File: config.mk
export PLATFORM = sky130hd
export DESIGN_NAME = pmem_line_arbiter
export DESIGN_NICKNAME = d
export VERILOG_FILES = /design/src/rtl/pmem_line_arbiter.sv
export SDC_FILE = /design/constraint.sdc
export NUM_CORES = 1
export LEC_CHECK = 0
export ABC_AREA = 1
export ABC_CLOCK_PERIOD_IN_PS = 1650
export BUFFER_PORTS_ARGS = -buffer_cell sky130_fd_sc_hd__buf_2
export CORE_AREA = 10 10 537 539
export DETAILED_ROUTE_END_ITERATION = 10
export DIE_AREA = 0 0 547 549
export GPL_TIMING_DRIVEN = 0
export PLACE_DENSITY = 0.3
export SLEW_MARGIN = 25
export SYNTH_ARGS = -nofsm -noshare
export SYNTH_HDL_FRONTEND = slang
export SYNTH_SLANG_ARGS = --single-unit
File: constraint.sdc
create_clock -name clk -period 1.65 [get_ports clk]
set_clock_uncertainty 0.1 [all_clocks]
set_input_delay 0.0825 -clock clk [delete_from_list [all_inputs] [get_ports clk]]
set_output_delay 0.0825 -clock clk [all_outputs]
set_load 0.05 [all_outputs]
File: src/rtl/pmem_line_arbiter.sv
// Round-robin arbiter sharing one physical-memory line port between the I-cache and D-cache.
// One line transaction in flight at a time; response and read data go back to the granted cache only.
//
//   state   | meaning
//   IDLE    | no transaction; all outputs low; picks next requester
//   SERVE_I | I-cache line read driven onto pmem until pmem_resp
//   SERVE_D | D-cache fill or writeback driven onto pmem until pmem_resp
module pmem_line_arbiter #(
    parameter int ADDR_WIDTH = 32,
    parameter int LINE_WIDTH = 256,
    parameter int MAX_WAIT   = 1023
) (
    input  logic                  clk,
    input  logic                  rst,
    input  logic                  icache_read,
    input  logic [ADDR_WIDTH-1:0] icache_address,
    output logic [LINE_WIDTH-1:0] icache_rdata,
    output logic                  icache_resp,
    input  logic                  dcache_read,
    input  logic                  dcache_write,
    input  logic [ADDR_WIDTH-1:0] dcache_address,
    input  logic [LINE_WIDTH-1:0] dcache_wdata,
    output logic [LINE_WIDTH-1:0] dcache_rdata,
    output logic                  dcache_resp,
    output logic                  pmem_read,
    output logic                  pmem_write,
    output logic [ADDR_WIDTH-1:0] pmem_address,
    output logic [LINE_WIDTH-1:0] pmem_wdata,
    input  logic [LINE_WIDTH-1:0] pmem_rdata,
    input  logic                  pmem_resp,
    output logic                  timeout
);

    localparam int CW = (MAX_WAIT > 0) ? $clog2(MAX_WAIT + 1) : 1;
    localparam logic [CW-1:0] WAIT_MAX = CW'(MAX_WAIT);
    localparam logic          GRANT_I  = 1'b0;
    localparam logic          GRANT_D  = 1'b1;

    typedef enum logic [1:0] {
        IDLE    = 2'd0,
        SERVE_I = 2'd1,
        SERVE_D = 2'd2
    } state_e;

    state_e        state_q, state_d;
    logic          last_grant_q, last_grant_d;
    logic          is_write_q, is_write_d;
    logic [CW-1:0] wait_cnt_q, wait_cnt_d;
    logic          timeout_q, timeout_d;
    logic          req_i, req_d;

    assign req_i   = icache_read;
    assign req_d   = dcache_read | dcache_write;
    assign timeout = timeout_q;

    always_ff @(posedge clk or negedge rst) begin
        if (!rst) begin
            state_q      <= IDLE;
            last_grant_q <= GRANT_I;
            is_write_q   <= 1'b0;
            wait_cnt_q   <= '0;
            timeout_q    <= 1'b0;
        end else begin
            state_q      <= state_d;
            last_grant_q <= last_grant_d;
            is_write_q   <= is_write_d;
            wait_cnt_q   <= wait_cnt_d;
            timeout_q    <= timeout_d;
        end
    end

    always_comb begin
        state_d      = state_q;
        last_grant_d = last_grant_q;
        is_write_d   = is_write_q;
        wait_cnt_d   = wait_cnt_q;
        timeout_d    = timeout_q;
        icache_rdata = '0;
        icache_resp  = 1'b0;
        dcache_rdata = '0;
        dcache_resp  = 1'b0;
        pmem_read    = 1'b0;
        pmem_write   = 1'b0;
        pmem_address = '0;
        pmem_wdata   = '0;

        unique case (state_q)
            IDLE: begin
                // On contention the side that did not win last time gets the port.
                if (req_i && (!req_d || (last_grant_q == GRANT_D))) begin
                    state_d      = SERVE_I;
                    last_grant_d = GRANT_I;
                    wait_cnt_d   = '0;
                end else if (req_d) begin
                    state_d      = SERVE_D;
                    last_grant_d = GRANT_D;
                    is_write_d   = dcache_write;
                    wait_cnt_d   = '0;
                end
            end
            SERVE_I: begin
                pmem_read    = 1'b1;
                pmem_address = icache_address;
                if (pmem_resp) begin
                    icache_resp  = 1'b1;
                    icache_rdata = pmem_rdata;
                    state_d      = IDLE;
                end else if (wait_cnt_q != WAIT_MAX) begin
                    wait_cnt_d = wait_cnt_q + CW'(1);
                end
            end
            SERVE_D: begin
                pmem_read    = ~is_write_q;
                pmem_write   = is_write_q;
                pmem_address = dcache_address;
                pmem_wdata   = dcache_wdata;
                if (pmem_resp) begin
                    dcache_resp  = 1'b1;
                    dcache_rdata = pmem_rdata;
                    state_d      = IDLE;
                end else if (wait_cnt_q != WAIT_MAX) begin
                    wait_cnt_d = wait_cnt_q + CW'(1);
                end
            end
            default: state_d = IDLE;
        endcase

        // A zero limit disables the debug flag entirely.
        if ((MAX_WAIT > 0) && (state_q != IDLE) && (wait_cnt_d == WAIT_MAX)) begin
            timeout_d = 1'b1;
        end
    end

endmodule

==> impl_results.rst <==
.. list-table::
   :header-rows: 1

   * - Metric
     - Value
   * - Flip-flop and latch count after synthesis
     - 15
   * - Relative slew margins
     - 0.512
   * - Share of the cycle needed by the critical path after routing
     - 1.36
   * - Number of hold violations in the final report
     - 0
   * - Arrival time of the worst setup path
     - 2.07 ns
   * - Maximum buffer depth of the clock tree
     - 2
   * - Post-Route Utilization
     - 0.110
   * - CORE AREA
     - 278000 sq um
   * - Crit start category
     - flop
   * - Critical path peak fanout
     - 10
   * - Total DRC errors in the routed layout
     - 0
   * - Top Ports
     - 1387
   * - Horiz. Die Dim
     - roughly 550 um
   * - Vertical extent of the die
     - 549 um
   * - Number of nets in the synthesized netlist
     - 2220
   * - Num rows
     - 194
   * - Residual antenna-violating net count after detailed routing
     - 0
   * - Total Wirelength
     - 225 mm
   * - Cell depth of the worst min-delay path
     - 2
   * - Most used DFF post-synth
     - sky130_fd_sc_hd__dfrtp_1
   * - Worst-Skew Late Latency
     - 0.25 ns
   * - Post-synthesis simple-gate area fraction
     - 0.539
   * - Cell count after synthesis
     - 1633
   * - Min cycle time layout
     - 2.25 ns
   * - TritonCTS clock tree
     - yes
   * - Sequential-to-total area share from yosys stat
     - 0.0559
   * - Fraction of final layout cells sized beyond drive strength 1
     - 0.766
   * - Post-synthesis async set-or-reset flop share
     - 1.00
   * - Adder-cell share of the synthesized area
     - 0.00932
   * - Required time at the endpoint of the critical path
     - 1.47 ns
   * - Xor and xnor fraction of the mapped netlist area
     - 0.00130
   * - Detailed-route via count
     - between 15000 and 20000
   * - Delay-heaviest family, CP
     - buffers and inverters
   * - Post-Layout Cell Count
     - about 6900
   * - Multiplexer share of the synthesized area
     - 0.00168
   * - Cell type contributing the most total cell area after synthesis
     - sky130_fd_sc_hd__inv_1
   * - Final Power
     - 43100 uW
   * - Max frequency
     - approximately 440 MHz
   * - Number of nets in the layout
     - 3697
   * - Number of input and output port buffers inserted
     - 1385
   * - Number of global-route vias before repair
     - 17838
   * - Warnings from Yosys
     - 0
   * - Die area
     - 300000 sq um
   * - GRT Total Usage
     - 0.139
   * - Run status
     - finished, violations left
   * - Flop2flop setup slack
     - -0.44 ns
   * - Number of buffers and inverters on the critical path
     - 6
   * - Number of clock buffers inserted by TritonCTS
     - 3
   * - Number of H-tree branching levels
     - 1
   * - VDD IR max
     - between 0.0006 and 0.0007 V
   * - Effective utilization at floorplan
     - 0.0242
   * - Critical Path, Cell by Cell
     - inv_2, ha_4, buf_4, buf_12, clkbuf_4, nand2_1, clkinvlp_4, buf_2
   * - Largest cells by area after synthesis
     - sky130_fd_sc_hd__inv_1 30%, sky130_fd_sc_hd__nor2_1 30%, sky130_fd_sc_hd__nand2_1 21%, sky130_fd_sc_hd__dfrtp_1 5.6%, sky130_fd_sc_hd__clkbuf_1 4.6%
   * - Sink Count
     - 15
   * - Avg Cell Area, Syn
     - 4.11 sq um
   * - Synth Area in Compound Gates
     - 0.0358
   * - Final weighted congestion in routability-driven placement
     - 0.997
   * - Path type of the worst min-delay path
     - input port to flop
   * - End of the worst register-to-register path
     - timeout
   * - Classification of the worst setup path
     - flop to primary output
   * - Pin count of the biggest net entering global routing
     - 16
   * - Portion of synthesized cell area occupied by the leading cell type
     - 0.297
   * - Dominant combinational cell family by area after synthesis
     - simple AND/OR/NAND/NOR gates
   * - Number of placed cells counting well taps
     - just under 7000
   * - Post-synth design cell area
     - roughly 6700 sq um
   * - GR Overflow Total
     - 0
   * - Peak per-stage delay on the critical path
     - around 0.38 ns
   * - Number of enable-type register cells in the synthesized netlist
     - 0
   * - First-pass GRT wire length
     - 262 mm
   * - Number of antenna violations at the first check in global routing
     - 174
   * - Finish-stage setup viols
     - 812
   * - Critical Path Sink Type
     - primary output
   * - Clock-pin slew on the worst setup and hold paths
     - 0.05 ns
   * - Reported max-cap violation count
     - 0
   * - DRC violation total after the first TritonRoute iteration
     - between 1000 and 1500
   * - Via count normalized by instance count
     - 2.54
   * - Worst reg2reg path startpoint
     - state_q[0]
   * - Violated checks
     - setup timing
   * - Final-report max-slew violation count
     - 0
   * - Worst reg2reg path depth
     - 13
   * - Leakage dissipation
     - between 0.01 and 0.015 uW
   * - Layout fillers
     - 32520
   * - Smallest setup slack after layout
     - -0.602 ns
   * - Routed WL per cell
     - about 33 um
   * - Min-Delay Startpoint
     - dcache_write
   * - Unrepaired setup endpoints after global routing
     - true
   * - WHS
     - 0.0126 ns
   * - Placed wire-length estimate
     - 212 mm
   * - Cell at the root of the clock tree
     - sky130_fd_sc_hd__clkbuf_16
   * - P&R area growth vs syn
     - 357%
   * - Cell area power density
     - 1410 nW/um^2
   * - Slew @ Worst Pin
     - about 0.73 ns
   * - Number of library cell types mapped by synthesis
     - 31
   * - Max stage delay cell, worst path
     - sky130_fd_sc_hd__dfrtp_1
   * - Drt pass-1 iters
     - 6
   * - Hold worst-path end
     - is_write_q
==> logic make-up (layout without fill, tap and decap cells) <==
| group | count (synthesis) | in the layout |
|---|---|---|
| multiplexers | 1 | 1 |
| XOR/XNOR | 1 | 1 |
| adder cells (fa/ha/maj) | 5 | 5 |
| AND/OR/NAND/NOR | 933 | 933 |
| AO/OA/AOI/OAI | 45 | 45 |
| buffers and inverters | 633 | 2109 |
| other | 0 | 73 |
| flip-flops | 15 | 15 |
==> state kept, by name, summed over array words and instances, names as in the netlist <==
register,count
last_grant_q,1
timeout,1
wait_cnt_q,10
state_q,2
is_write_q,1
==> layout make-up <==
| cell class | count | area (sq um) | share of cell area |
|---|---|---|---|
| Sequential cell | 15 | 377 | 0.0123 |
| Timing Repair Buffer | 1476 | 12900 | 0.421 |
| Multi-Input combinational cell | 985 | 7900 | 0.258 |
| Clock buffer | 4 | 78.8 | 0.00257 |
| Inverter | 536 | 2780 | 0.0907 |
| Antenna cell | 73 | 183 | 0.00596 |
| Tap cell | 3724 | 4660 | 0.152 |
| Buffer | 93 | 1790 | 0.0583 |
==> worst max-delay path by stage <==
stage / startpoint / to / slack, ns / cells past startpoint
after global placement: state_q[0] / dcache_rdata[62] / -1.92 / 7
after CTS: state_q[1] / icache_rdata[72] / -0.71 / 9
after detailed placement: state_q[0] / dcache_rdata[61] / -1.57 / 7
after floorplan: state_q[1] / icache_rdata[144] / -0.39 / 7
final: state_q[0] / pmem_wdata[127] / -0.60 / 8
after global routing: state_q[0] / dcache_rdata[119] / -0.66 / 8
==> worst register-to-register path: cells and delay by family, from the launching register on <==
kind	cells	cell delay, ns
adders and majority gates	1	0.27
AOI/OAI and AO/OA	1	0.15
and+or+nand+nor	7	0.52
DFF	1	0.38
buffers and inverters	4	0.55
==> cell usage in the layout, fill, tap and decap left out, types with 61 or more instances in the layout <==
cell type | netlist | routed
sky130_fd_sc_hd__nand2_1 | 367 | 318
sky130_fd_sc_hd__clkinvlp_4 | 0 | 202
sky130_fd_sc_hd__buf_8 | 0 | 152
sky130_fd_sc_hd__inv_1 | 532 | 325
sky130_fd_sc_hd__nor2_2 | 2 | 100
sky130_fd_sc_hd__buf_6 | 1 | 148
sky130_fd_sc_hd__buf_12 | 0 | 162
sky130_fd_sc_hd__diode_2 | 0 | 73
sky130_fd_sc_hd__nor2_4 | 1 | 402
sky130_fd_sc_hd__buf_4 | 0 | 217
sky130_fd_sc_hd__clkbuf_16 | 0 | 61
sky130_fd_sc_hd__buf_2 | 11 | 795
==> metrics by stage <==
stage | setup TNS [ns] | instance area (sq um) | worst slack (ns)
finish | -371.54 | 30700 | -0.602
global route | -440.02 | 30600 | -0.657
CTS | -498.09 | 27100 | -0.711
detailed placement | -785.61 | 22100 | -1.57
global placement | -925.92 | 22100 | -1.92
floorplan | -72.86 | 10600 | -0.394
==> cell usage after synthesis (2+ instances only) <==
cell                       instances
sky130_fd_sc_hd__a21oi_1          37
sky130_fd_sc_hd__buf_1             3
sky130_fd_sc_hd__buf_2            11
sky130_fd_sc_hd__clkbuf_1         82
sky130_fd_sc_hd__dfrtp_1          15
sky130_fd_sc_hd__ha_1              5
sky130_fd_sc_hd__inv_1           532
sky130_fd_sc_hd__inv_2             4
sky130_fd_sc_hd__nand2_1         367
sky130_fd_sc_hd__nand2_2           3
sky130_fd_sc_hd__nand3_1          20
sky130_fd_sc_hd__nand4_1           2
sky130_fd_sc_hd__nor2_1          531
sky130_fd_sc_hd__nor2_2            2
sky130_fd_sc_hd__nor2_8            2
sky130_fd_sc_hd__o21ai_0           2
==> power breakdown <==
group,switching (uW),internal (uW)
clock,176,329
sequential,78.7,444
combinational,29300,12800
total,29600,13500
==> timing repair <==
| action | in CTS | in global routing |
|---|---|---|
| endpoints found under the setup margin | 817 | 817 |
| pin swaps | 16 | 29 |
| buffers inserted | 16 | 35 |
| resized for setup | 1255 | 790 |
| gates cloned | 15 | 26 |
| endpoints found under the hold margin | 15 | 0 |
| hold buffers | 1 | 0 |
==> routing by layer <==
metal	GRT usage	routed length [um]	part of all wire	up-vias
met5	0	404	0.0018	-
met4	0.0203	4170	0.018	66
met3	0.103	37300	0.17	324
met2	0.213	96700	0.43	1391
met1	0.158	86900	0.39	8345
li1	-	-	-	7445
Note: power is estimated with default switching activity, not from simulation.
